==> src/rtl/uart_pkg.sv <==
// Shared UART definitions: frame geometry, default baud divisor and the
// transmitter state encoding (also consumed by uart_rx).
package uart_pkg;

  localparam int DEFAULT_CLKS_PER_BIT = 104;  // 12 MHz / 115200 baud
  localparam int DATA_BITS            = 8;

  localparam logic [2:0] ST_IDLE     = 3'd0;
  localparam logic [2:0] ST_WAIT_CTS = 3'd1;
  localparam logic [2:0] ST_START    = 3'd2;
  localparam logic [2:0] ST_DATA     = 3'd3;
  localparam logic [2:0] ST_STOP     = 3'd4;

endpackage

==> src/rtl/uart_tx_if.sv <==
// Byte-wide valid/ready handshake between a producer and the UART transmitter.
interface uart_tx_if;
  import uart_pkg::*;

  logic [DATA_BITS-1:0] data_in;
  logic                 data_valid;
  logic                 ready;

  modport master (output data_in, output data_valid, input ready);
  modport slave  (input data_in, input data_valid, output ready);
endinterface

==> src/rtl/sync_2ff.sv <==
// Single-bit two-flop synchroniser with a configurable reset value.
module sync_2ff #(
  parameter logic RESET_VAL = 1'b0
) (
  input  logic CLK,
  input  logic reset,
  input  logic d,
  output logic q
);

  logic meta;

  always_ff @(posedge CLK) begin
    if (reset) begin
      meta <= RESET_VAL;
      q    <= RESET_VAL;
    end else begin
      meta <= d;
      q    <= meta;
    end
  end

endmodule

==> src/rtl/uart_tx.sv <==
// 8N1 UART transmitter, LSB first, with optional active-low CTS# gating
// checked once before each start bit.
//
// state    | meaning
// IDLE     | line high, ready for a byte
// WAIT_CTS | byte latched, holding until host drops CTS#
// START    | driving start bit (0)
// DATA     | driving shift[0], one bit per baud period
// STOP     | driving stop bit (1); done pulses on exit
module uart_tx
  import uart_pkg::*;
#(
  parameter int CLKS_PER_BIT = DEFAULT_CLKS_PER_BIT,
  parameter bit USE_CTS      = 1'b1
) (
  input  logic            CLK,
  input  logic            reset,
  uart_tx_if.slave        bus,
  input  logic            cts,
  output logic            tx,
  output logic            done
);

  localparam int CNT_W = (CLKS_PER_BIT > 1) ? $clog2(CLKS_PER_BIT) : 1;
  localparam logic [CNT_W-1:0] CNT_LAST = CNT_W'(CLKS_PER_BIT - 1);

  logic [2:0]           state;
  logic [CNT_W-1:0]     baud_cnt;
  logic [2:0]           bit_idx;
  logic [DATA_BITS-1:0] shift;
  logic                 ready_q;
  logic                 cts_s;
  logic                 accept;
  logic                 cts_clear;
  logic                 baud_tick;

  // Resets to 1 so the link looks "not clear to send" until the host says otherwise.
  sync_2ff #(.RESET_VAL(1'b1)) u_cts_sync (
    .CLK   (CLK),
    .reset (reset),
    .d     (cts),
    .q     (cts_s)
  );

  assign bus.ready = ready_q;
  assign accept    = bus.data_valid && ready_q;
  assign cts_clear = !USE_CTS || !cts_s;
  assign baud_tick = (baud_cnt == CNT_LAST);

  always_ff @(posedge CLK) begin
    if (reset) begin
      state    <= ST_IDLE;
      baud_cnt <= '0;
      bit_idx  <= '0;
      shift    <= '0;
      ready_q  <= 1'b1;
      tx       <= 1'b1;
      done     <= 1'b0;
    end else begin
      done <= 1'b0;
      case (state)
        ST_IDLE: begin
          tx <= 1'b1;
          if (accept) begin
            shift    <= bus.data_in;
            ready_q  <= 1'b0;
            baud_cnt <= '0;
            bit_idx  <= '0;
            if (cts_clear) begin
              state <= ST_START;
              tx    <= 1'b0;
            end else begin
              state <= ST_WAIT_CTS;
            end
          end
        end

        ST_WAIT_CTS: begin
          tx <= 1'b1;
          if (cts_clear) begin
            state    <= ST_START;
            tx       <= 1'b0;
            baud_cnt <= '0;
          end
        end

        ST_START: begin
          if (baud_tick) begin
            baud_cnt <= '0;
            state    <= ST_DATA;
            tx       <= shift[0];
          end else begin
            baud_cnt <= baud_cnt + 1'b1;
          end
        end

        ST_DATA: begin
          if (baud_tick) begin
            baud_cnt <= '0;
            shift    <= {1'b0, shift[DATA_BITS-1:1]};
            if (bit_idx == 3'(DATA_BITS - 1)) begin
              state <= ST_STOP;
              tx    <= 1'b1;
            end else begin
              bit_idx <= bit_idx + 3'd1;
              tx      <= shift[1];
            end
          end else begin
            baud_cnt <= baud_cnt + 1'b1;
          end
        end

        ST_STOP: begin
          if (baud_tick) begin
            baud_cnt <= '0;
            state    <= ST_IDLE;
            ready_q  <= 1'b1;
            done     <= 1'b1;
          end else begin
            baud_cnt <= baud_cnt + 1'b1;
          end
        end

        default: begin
          state    <= ST_IDLE;
          baud_cnt <= '0;
          ready_q  <= 1'b1;
          tx       <= 1'b1;
        end
      endcase
    end
  end

endmodule

==> src/flat_wrapper.sv <==
// flat-port wrapper written by rule: the top's interface ports become plain ports
module uart_tx_flat import uart_pkg::*;
#(
  parameter int CLKS_PER_BIT = DEFAULT_CLKS_PER_BIT,
  parameter bit USE_CTS      = 1'b1
)
  (CLK, reset, cts, tx, done, bus_data_in, bus_data_valid, bus_ready);
  uart_tx_if bus_i ();
  input  logic CLK;
  input  logic reset;
  input  logic cts;
  output logic tx;
  output logic done;
  input wire logic [$bits(bus_i.data_in)-1:0] bus_data_in;
  input wire logic [$bits(bus_i.data_valid)-1:0] bus_data_valid;
  output wire logic [$bits(bus_i.ready)-1:0] bus_ready;
  assign bus_i.data_in = bus_data_in;
  assign bus_i.data_valid = bus_data_valid;
  assign bus_ready = bus_i.ready;
  uart_tx #(.CLKS_PER_BIT(CLKS_PER_BIT), .USE_CTS(USE_CTS)) u_core (.CLK(CLK), .reset(reset), .bus(bus_i), .cts(cts), .tx(tx), .done(done));
endmodule
==> config.mk <==
export PLATFORM = sky130hd
export DESIGN_NAME = uart_tx_flat
export DESIGN_NICKNAME = d
export VERILOG_FILES = /design/src/rtl/uart_pkg.sv /design/src/rtl/uart_tx_if.sv /design/src/rtl/sync_2ff.sv /design/src/rtl/uart_tx.sv /design/src/flat_wrapper.sv
export SDC_FILE = /design/constraint.sdc
export NUM_CORES = 1
export LEC_CHECK = 0
export ABC_AREA = 0
export CORE_MARGIN = 8
export CORE_UTILIZATION = 25
export CTS_CLUSTER_DIAMETER = 30
export CTS_CLUSTER_SIZE = 30
export DETAILED_ROUTE_END_ITERATION = 7
export HOLD_SLACK_MARGIN = 0.02
export PLACE_DENSITY = 0.48
export SETUP_SLACK_MARGIN = 0.5
export SLEW_MARGIN = 0
export SYNTH_ARGS = -nofsm -noshare
export SYNTH_HDL_FRONTEND = slang
export SYNTH_SLANG_ARGS = --single-unit
==> constraint.sdc <==
create_clock -name CLK -period 2.1 [get_ports CLK]
set_input_delay 0.21 -clock CLK [delete_from_list [all_inputs] [get_ports CLK]]
set_output_delay 0.21 -clock CLK [all_outputs]
set_load 0.02 [all_outputs]
==> results of run 1 <==
-- sequential cells by signal (all words and copies together) (netlist names), 3 cells and up --
| signal | flops |
|---|---|
| u_core.shift | 8 |
| u_core.baud_cnt | 7 |
| u_core.bit_idx | 3 |
| u_core.state | 3 |
-- metrics by stage --
| stage | power (mW) | instance area (sq um) |
|---|---|---|
| global route | 1.256 | 2001 |
| global placement | 0.7804 | 1625 |
| finish | 1.191 | 2001 |
| detailed placement | 0.7782 | 1625 |
| floorplan | 0.7024 | 1384 |
| CTS | 1.157 | 1842 |
-- cells by family (layout without fill, tap and decap cells) --
group                      count (synthesis)  after routing
muxes                                      9              9
xor gates and xnor gates                   3              3
AOI/OAI and AO/OA                         53             54
buffers and inverters                     12             45
and+or+nand+nor                           55             55
adders and majority gates                  3              3
DFF                                       26             26
-- layout make-up --
class | count | area, sq um | area share [%]
Multi-Input combinational cell | 124 | 965.9 | 48.28
Sequential cell | 26 | 543.0 | 27.14
Timing Repair Buffer | 39 | 339.1 | 16.95
Clock buffer | 4 | 55.05 | 2.752
Tap cell | 72 | 90.09 | 4.503
Inverter | 2 | 7.507 | 0.3752
-- synth_stat cells, types with 3 or more instances --
master,instances,area share (%)
a21oi_1,21,7.7
a31oi_1,4,1.8
and3_1,4,1.8
clkbuf_1,7,1.9
dfxtp_1,26,38
ha_1,3,2.7
mux2i_1,9,6.6
nand2_1,5,1.4
nand2b_1,3,1.4
nand3_1,4,1.5
nand3b_1,4,2.2
nor2_1,10,2.7
o21ai_0,18,6.6
or3_1,3,1.4
or3_2,4,2.2
or4_1,4,2.2
xnor2_1,3,1.9
-- where the power goes --
part           switching (mW)  internal [mW]  total [mW]  leakage (nW)
logic                   0.135          0.165       0.299         0.489
registers              0.0292          0.525       0.554         0.217
clock network           0.169          0.168       0.337        0.0288
total                   0.333          0.857        1.19         0.735
-- per-layer routing --
metal	GRT usage (%)	up-vias	part of all wire (%)
met5	0	-	0
met4	2.497	0	1.0
met3	2.244	4	3.2
met2	15.21	22	49
met1	11.12	631	47
li1	-	673	-
-- worst max-delay path, delay by kind of cell, from the launching register on --
family	cells	cell delay (ns)
AO/OA/AOI/OAI	2	0.46
buffers and inverters	1	0.16
flip-flops	1	0.36
AND/OR/NAND/NOR	2	0.70
-- how the worst max path moves through the flow --
stage,to,from,slack (ns),depth (start not counted)
2_1_floorplan,u_core.shift[0],u_core.baud_cnt[4],0.49,4
3_3_place_gp,u_core.shift[0],bus_data_valid,0.20,5
3_5_place_dp,u_core.shift[1],bus_data_valid,0.20,5
4_1_cts,u_core.shift[1],u_core.baud_cnt[3],0.31,4
5_1_grt,u_core.shift[0],u_core.baud_cnt[3],0.33,4
6_report,u_core.shift[6],u_core.baud_cnt[3],0.37,5
-- repair_timing --
item                                    CTS  global route
pin swaps                                 6             9
endpoints found under the setup margin   18            19
gates resized for setup                  21            27
gates cloned                              1             0
buffers inserted                         12             5
==> metrics.log, run 1 <==
INFO  metric run_status = complete, no violations
INFO  metric synth.mux.area_fraction = under 10%
INFO  metric hpwlAfterDp = 2495 um
INFO  metric ir_worst_vdd = 0.2253 mV
INFO  metric ctsHtreeMaxLevel = 1
INFO  metric r2r.worst_path.cells = 5
INFO  metric clk_latency = 0.28 ns
INFO  metric finish.net_count = 211
INFO  metric synth-seq-area-share = 38.03%
INFO  metric cts.sink_count = 26
INFO  metric synthDistinctLibCells = 39
INFO  metric crit_chain = or3b_4, o31a_1, buf_6, or3_1, a21oi_1
INFO  metric design.core.area = around 5400 sq um
INFO  metric max_cap_viol_count = 0
INFO  metric initial_cell_density_of_the_core = 25.32%
INFO  metric cts.path.max_buffers = 2
INFO  metric drcViolationCount = 0
INFO  metric report.final.setup_viol = 0
INFO  metric layout_common_cells = 22 x buf_4, 16 x o21ai_0, 16 x dfxtp_1
INFO  metric layout.filler_cells = 563
INFO  metric numCtsBuffers = 3
INFO  metric fin_crit_sh = 82.37%
INFO  metric root_buffer = clkbuf_8
INFO  metric grt_pass1_wl = 6161 um
INFO  metric ys.warnings.count = 0
INFO  metric via_per_inst = 4.981
INFO  metric synth_ff_type = dfxtp_1
INFO  metric r2r_start = u_core.baud_cnt[3]
INFO  metric fmaxAchievable = 0.5781 GHz
INFO  metric asyncSetResetFlopFracSynth = 0%
INFO  metric io-pin-count = 15
INFO  metric yosys.area_share.adder = between 2 and 3%
INFO  metric hold_path_startpoint = u_core.u_cts_sync.meta
INFO  metric gr-usage-all-layers = under 10%
INFO  metric port_buffers = 14
INFO  metric antenna-diode-count = 0
INFO  metric route.antenna.remaining_nets = 0
INFO  metric vias = approximately 1,300
INFO  metric slowest_cp_cell = or3b_4
INFO  metric average_size_of_a_mapped_cell = 8.502 sq um
INFO  metric detailed_routing_iteration_count_for_the_pre_antenna_repair_pass = 4
INFO  metric unrepaired_setup_endpoints_after_global_routing = true
INFO  metric post_layout_nonfiller_instances = 267
INFO  metric r2r_setup_slack = 0.37 ns
INFO  metric post_synth_instance_area = 1369 sq um
INFO  metric synth_enable_flop_cells = 0
INFO  metric power.leakage = ~0.73 nW
INFO  metric tightest_slew_margin_relative_to_the_limit = 66.87%
INFO  metric drtIter0Drc = 82
INFO  metric final-hold-violation-count = 0
INFO  metric critical_path.endpoint_type = flop
INFO  metric synth-xor-area-share = 1.920%
INFO  metric synth.net_count = 176
INFO  metric grt_antenna_before_repair = 0
INFO  metric global_route.overflow_total = 0
INFO  metric syn_inst = 161
INFO  metric final_common_cell = buf_4
INFO  metric drive_above_1_share = a little over a third
INFO  metric die_width = 90.00 um
INFO  metric place_inst = 245
INFO  metric worst-slew-pin-transition = 0.4902 ns
INFO  metric worst-setup-path-type = reg -> reg
INFO  metric worst_r2r_dst = u_core.shift[6]
INFO  metric cp.arrival = 1.94 ns
INFO  metric grt_start_max_net_pins = 16
INFO  metric tns = 0 ns
INFO  metric worstHoldPathType = reg -> reg
INFO  metric first_global_vias = 1,289
INFO  metric critPathLaunchType = flop
INFO  metric placementRows = 27
INFO  metric finalMaxSlewViolations = 0
INFO  metric post_synth_and_or_nand_nor_area_fraction = approximately a quarter
INFO  metric die_height = 90.00 um
INFO  metric final_estimated_routing_congestion_in_global_placement = slightly above 0.8
INFO  metric clkSlewWorstSetupHoldPaths = 0.10 ns
INFO  metric yosys_register_bits = 26
INFO  metric worstHoldPathCells = 1
INFO  metric clock_tree_from_tritoncts = built
INFO  metric number_of_hold_repair_buffers_added_at_the_cts_stage = 0
INFO  metric largest_family_of_logic_cells_by_synthesized_area = simple AND/OR/NAND/NOR gates
INFO  metric cp_slowest_stage_delay = 0.40 ns
INFO  metric layout.core_utilization = 37.01%
INFO  metric synthToLayoutAreaGrowth = 46.16%
INFO  metric synthesized_area_fraction_occupied_by_ao_oa_aoi_and_oai_cells = 22.03%
INFO  metric place_worst_setup_slack = 0.1954 ns
INFO  metric setup_ws = 0.3703 ns
INFO  metric fin_skew = 0.004739 ns
INFO  metric finalWorstPathRequiredPeriod = 1.730 ns
INFO  metric power-per-cell-area = 595.1 nW/um^2
INFO  metric critPathMaxFanout = 6
INFO  metric wl = 3790 um
INFO  metric hold-path-endpoint = u_core.u_cts_sync.q
INFO  metric route.detailed.wl_per_inst = around 14 um
INFO  metric floorplan.die_area = roughly 8100 sq um
INFO  metric worst_hold_slack = between 0.4 and 0.5 ns
INFO  metric timing.critical_path.required = 2.31 ns
Power figures use the tool's default switching activity.
==> run 2, diff against run 1 <==
- PLACE_DENSITY: 0.48 -> 0.49
- clock period: 2.1 -> 1.5 ns (I/O delays scaled with it)
==> run 2 against run 1 <==
Net effect: the run now ends with negative setup slack left; combinational power is 82% higher; total power is 61% higher; via count is 15% higher; clock power is 77% higher; wire length is 20% higher; clock skew is 0.0023 ns lower; clock-buffer cell count is 1 lower.
==> metrics.log, run 2 (synthesis gave the netlist of run 1 again) <==
INFO  metric slowest_cp_cell = or4_4
INFO  metric worst_hold_slack = 0.4159 ns (-0.001355 ns)
INFO  metric design.core.area = 5405 sq um (unchanged)
INFO  metric wl = 4558 um (+20%)
INFO  metric clock_tree_from_tritoncts = built
INFO  metric r2r_setup_slack = -0.18 ns (-0.55 ns)
INFO  metric ctsHtreeMaxLevel = 1 (unchanged)
INFO  metric die_height = 90.00 um (unchanged)
INFO  metric hold_path_startpoint = u_core.u_cts_sync.meta
INFO  metric cp_slowest_stage_delay = 0.43 ns (+0.03 ns)
INFO  metric drive_above_1_share = 54.78% (+19 points)
INFO  metric crit_chain = ha_4, ha_4, nand3b_1, a21o_1, or4_4, a21oi_2
INFO  metric hpwlAfterDp = 3050 um (+22%)
INFO  metric top_registers = u_core.shift: 8 flops, u_core.baud_cnt: 7 flops
INFO  metric power.leakage = 1.004 nW (+37%)
INFO  metric r2r_start = u_core.bit_idx[1]
INFO  metric first_global_vias = 1,527 (+18%)
INFO  metric grt_pass1_wl = 7258 um (+18%)
INFO  metric worst-setup-path-type = reg -> reg
INFO  metric cp.arrival = 1.89 ns (-0.05 ns)
INFO  metric worstHoldPathCells = 1 (unchanged)
INFO  metric report.final.setup_viol = 12 (+12)
INFO  metric finalWorstPathRequiredPeriod = 1.682 ns (-0.04792 ns)
INFO  metric grt_antenna_before_repair = 0 (unchanged)
INFO  metric worst_path_most_repeated_cell = ha_4
INFO  metric largest_register_ffs = 8 (unchanged)
INFO  metric ir_worst_vdd = 0.4421 mV (+96%)
INFO  metric finish.net_count = 246 (+17%)
INFO  metric worst-slew-pin-transition = 0.2840 ns (-0.2062 ns)
INFO  metric tightest_slew_margin_relative_to_the_limit = 80.90% (+14 points)
INFO  metric port_buffers = 14 (unchanged)
INFO  metric largest_register = u_core.shift
INFO  metric root_buffer = clkbuf_8
INFO  metric grt_start_max_net_pins = 19 (+3)
INFO  metric placementRows = 27 (unchanged)
INFO  metric fin_crit_sh = 112.1% (+30 points)
INFO  metric unrepaired_setup_endpoints_after_global_routing = true
INFO  metric initial_cell_density_of_the_core = 25.32% (unchanged)
INFO  metric clk_latency = 0.27 ns (about the same)
INFO  metric layout_common_cells = 45 x buf_4, 16 x buf_6, 15 x dfxtp_1
INFO  metric finalMaxSlewViolations = 0 (unchanged)
INFO  metric worstHoldPathType = reg -> reg
INFO  metric clkSlewWorstSetupHoldPaths = 0.10 ns (about the same)
INFO  metric die_width = 90.00 um (unchanged)
INFO  metric violated_checks = negative setup slack
INFO  metric r2r.worst_path.cells = 6 (+1)
INFO  metric numCtsBuffers = 3 (unchanged)
INFO  metric vias = 1,525 (+15%)
INFO  metric worst_r2r_dst = u_core.bit_idx[0]
INFO  metric antenna-diode-count = 0 (unchanged)
INFO  metric gr-usage-all-layers = 10.58% (+1.5 points)
INFO  metric via_per_inst = 5.050 (+1.4%)
INFO  metric cts.path.max_buffers = 2 (unchanged)
INFO  metric io-pin-count = 15 (unchanged)
INFO  metric final-hold-violation-count = 0 (unchanged)
INFO  metric fin_skew = 0.002459 ns (-0.002279 ns)
INFO  metric cts.sink_count = 26 (unchanged)
INFO  metric route.detailed.wl_per_inst = 15.09 um (+6.3%)
INFO  metric critPathMaxFanout = 2 (-4)
INFO  metric fmaxAchievable = 0.5946 GHz (+2.8%)
INFO  metric drcViolationCount = 0 (unchanged)
INFO  metric critical_path.endpoint_type = flop
INFO  metric number_of_hold_repair_buffers_added_at_the_cts_stage = 0 (unchanged)
INFO  metric power-per-cell-area = 775.9 nW/um^2 (+30%)
INFO  metric route.antenna.remaining_nets = 0 (unchanged)
INFO  metric run_status = complete, but fails checks
INFO  metric detailed_routing_iteration_count_for_the_pre_antenna_repair_pass = 4 (unchanged)
INFO  metric layout.filler_cells = 523 (-7.1%)
INFO  metric hold-path-endpoint = u_core.u_cts_sync.q
INFO  metric synthToLayoutAreaGrowth = 80.53%
INFO  metric timing.critical_path.required = 1.71 ns (-0.60 ns)
INFO  metric drtIter0Drc = 58 (-29%)
INFO  metric floorplan.die_area = 8099 sq um (unchanged)
INFO  metric max_cap_viol_count = 0 (unchanged)
INFO  metric critPathLaunchType = flop
INFO  metric final_common_cell = buf_4
INFO  metric setup_ws = -0.1818 ns (-0.5521 ns)
INFO  metric final_estimated_routing_congestion_in_global_placement = 0.8677 (+7.2%)
INFO  metric global_route.overflow_total = 0 (unchanged)
INFO  metric place_worst_setup_slack = -0.2193 ns (-0.4146 ns)
run 2: changes by cell type in the layout (fill, tap and decap cells not counted), sizes merged:
cell | previous run | this run
buf | 25 | 63
clkdlybuf4s50 | 14 | 11
bufinv | 0 | 1
clkinvlp | 0 | 1
inv | 2 | 1
o31a | 2 | 1
run 2: where the power goes:
group / internal [mW] / total, mW / switching (mW)
registers: 0.735 / 0.779 / 0.0435
logic: 0.300 / 0.544 / 0.244
clock network: 0.357 / 0.595 / 0.237
total: 1.39 / 1.92 / 0.525
run 2: worst max-delay path by stage:
| stage | depth (start not counted) | startpoint | end | slack [ns] |
|---|---|---|---|---|
| 2_1_floorplan | 5 | u_core.baud_cnt[4] | u_core.shift[4] | -0.10 |
| 3_3_place_gp | 5 | bus_data_valid | u_core.state[0] | -0.19 |
| 3_5_place_dp | 5 | bus_data_valid | u_core.state[0] | -0.22 |
| 4_1_cts | 4 | u_core.baud_cnt[4] | u_core.shift[3] | -0.12 |
| 5_1_grt | 6 | u_core.bit_idx[1] | u_core.bit_idx[0] | -0.26 |
| 6_report | 6 | u_core.bit_idx[1] | u_core.bit_idx[0] | -0.18 |
run 2: metrics by stage:
| stage | area [sq um] | setup TNS, ns | instances | power (mW) | utilization [%] |
|---|---|---|---|---|---|
| 3_5_place_dp | 1966 | -2.890 | 276 | 1.180 | 36.37 |
| 4_1_cts | 2261 | -1.052 | 287 | 1.863 | 41.83 |
| 2_1_floorplan | 1518 | -0.4611 | 161 | 1.030 | - |
| 6_report | 2471 | -1.232 | 302 | 1.917 | 45.72 |
| 5_1_grt | 2471 | -2.200 | 302 | 2.017 | 45.72 |
| 3_3_place_gp | 1966 | -2.273 | 276 | 1.169 | 36.37 |
run 2: area by class of cell:
cell class | instances | area (sq um) | share of cell area (%)
clock buffer | 3 | 41.29 | 1.671
sequential | 26 | 544.3 | 22.03
inverter | 2 | 11.26 | 0.4557
timing repair buffer | 75 | 643.1 | 26.03
multi-input combinational | 123 | 1111 | 44.96
tap | 72 | 90.09 | 3.646
clock inverter | 1 | 30.03 | 1.215
run 2: metal layers:
layer  part of all wire [%]  GRT usage, %
met5                      0             0
met4                   0.97         2.635
met3                    2.7         2.244
met2                     53         19.02
met1                     44         12.36
run 2: worst max-delay path: cells and delay by family (launching register included):
family | cells | cell delay, ns
AOI/OAI and AO/OA | 2 | 0.35
adders and majority gates | 2 | 0.31
and+or+nand+nor | 2 | 0.62
DFF | 1 | 0.35
run 2: timing repair:
action	in CTS	in global routing
gates resized for setup	50	26
pin swaps	14	15
setup endpoints to repair	27	25
buffers inserted	7	15
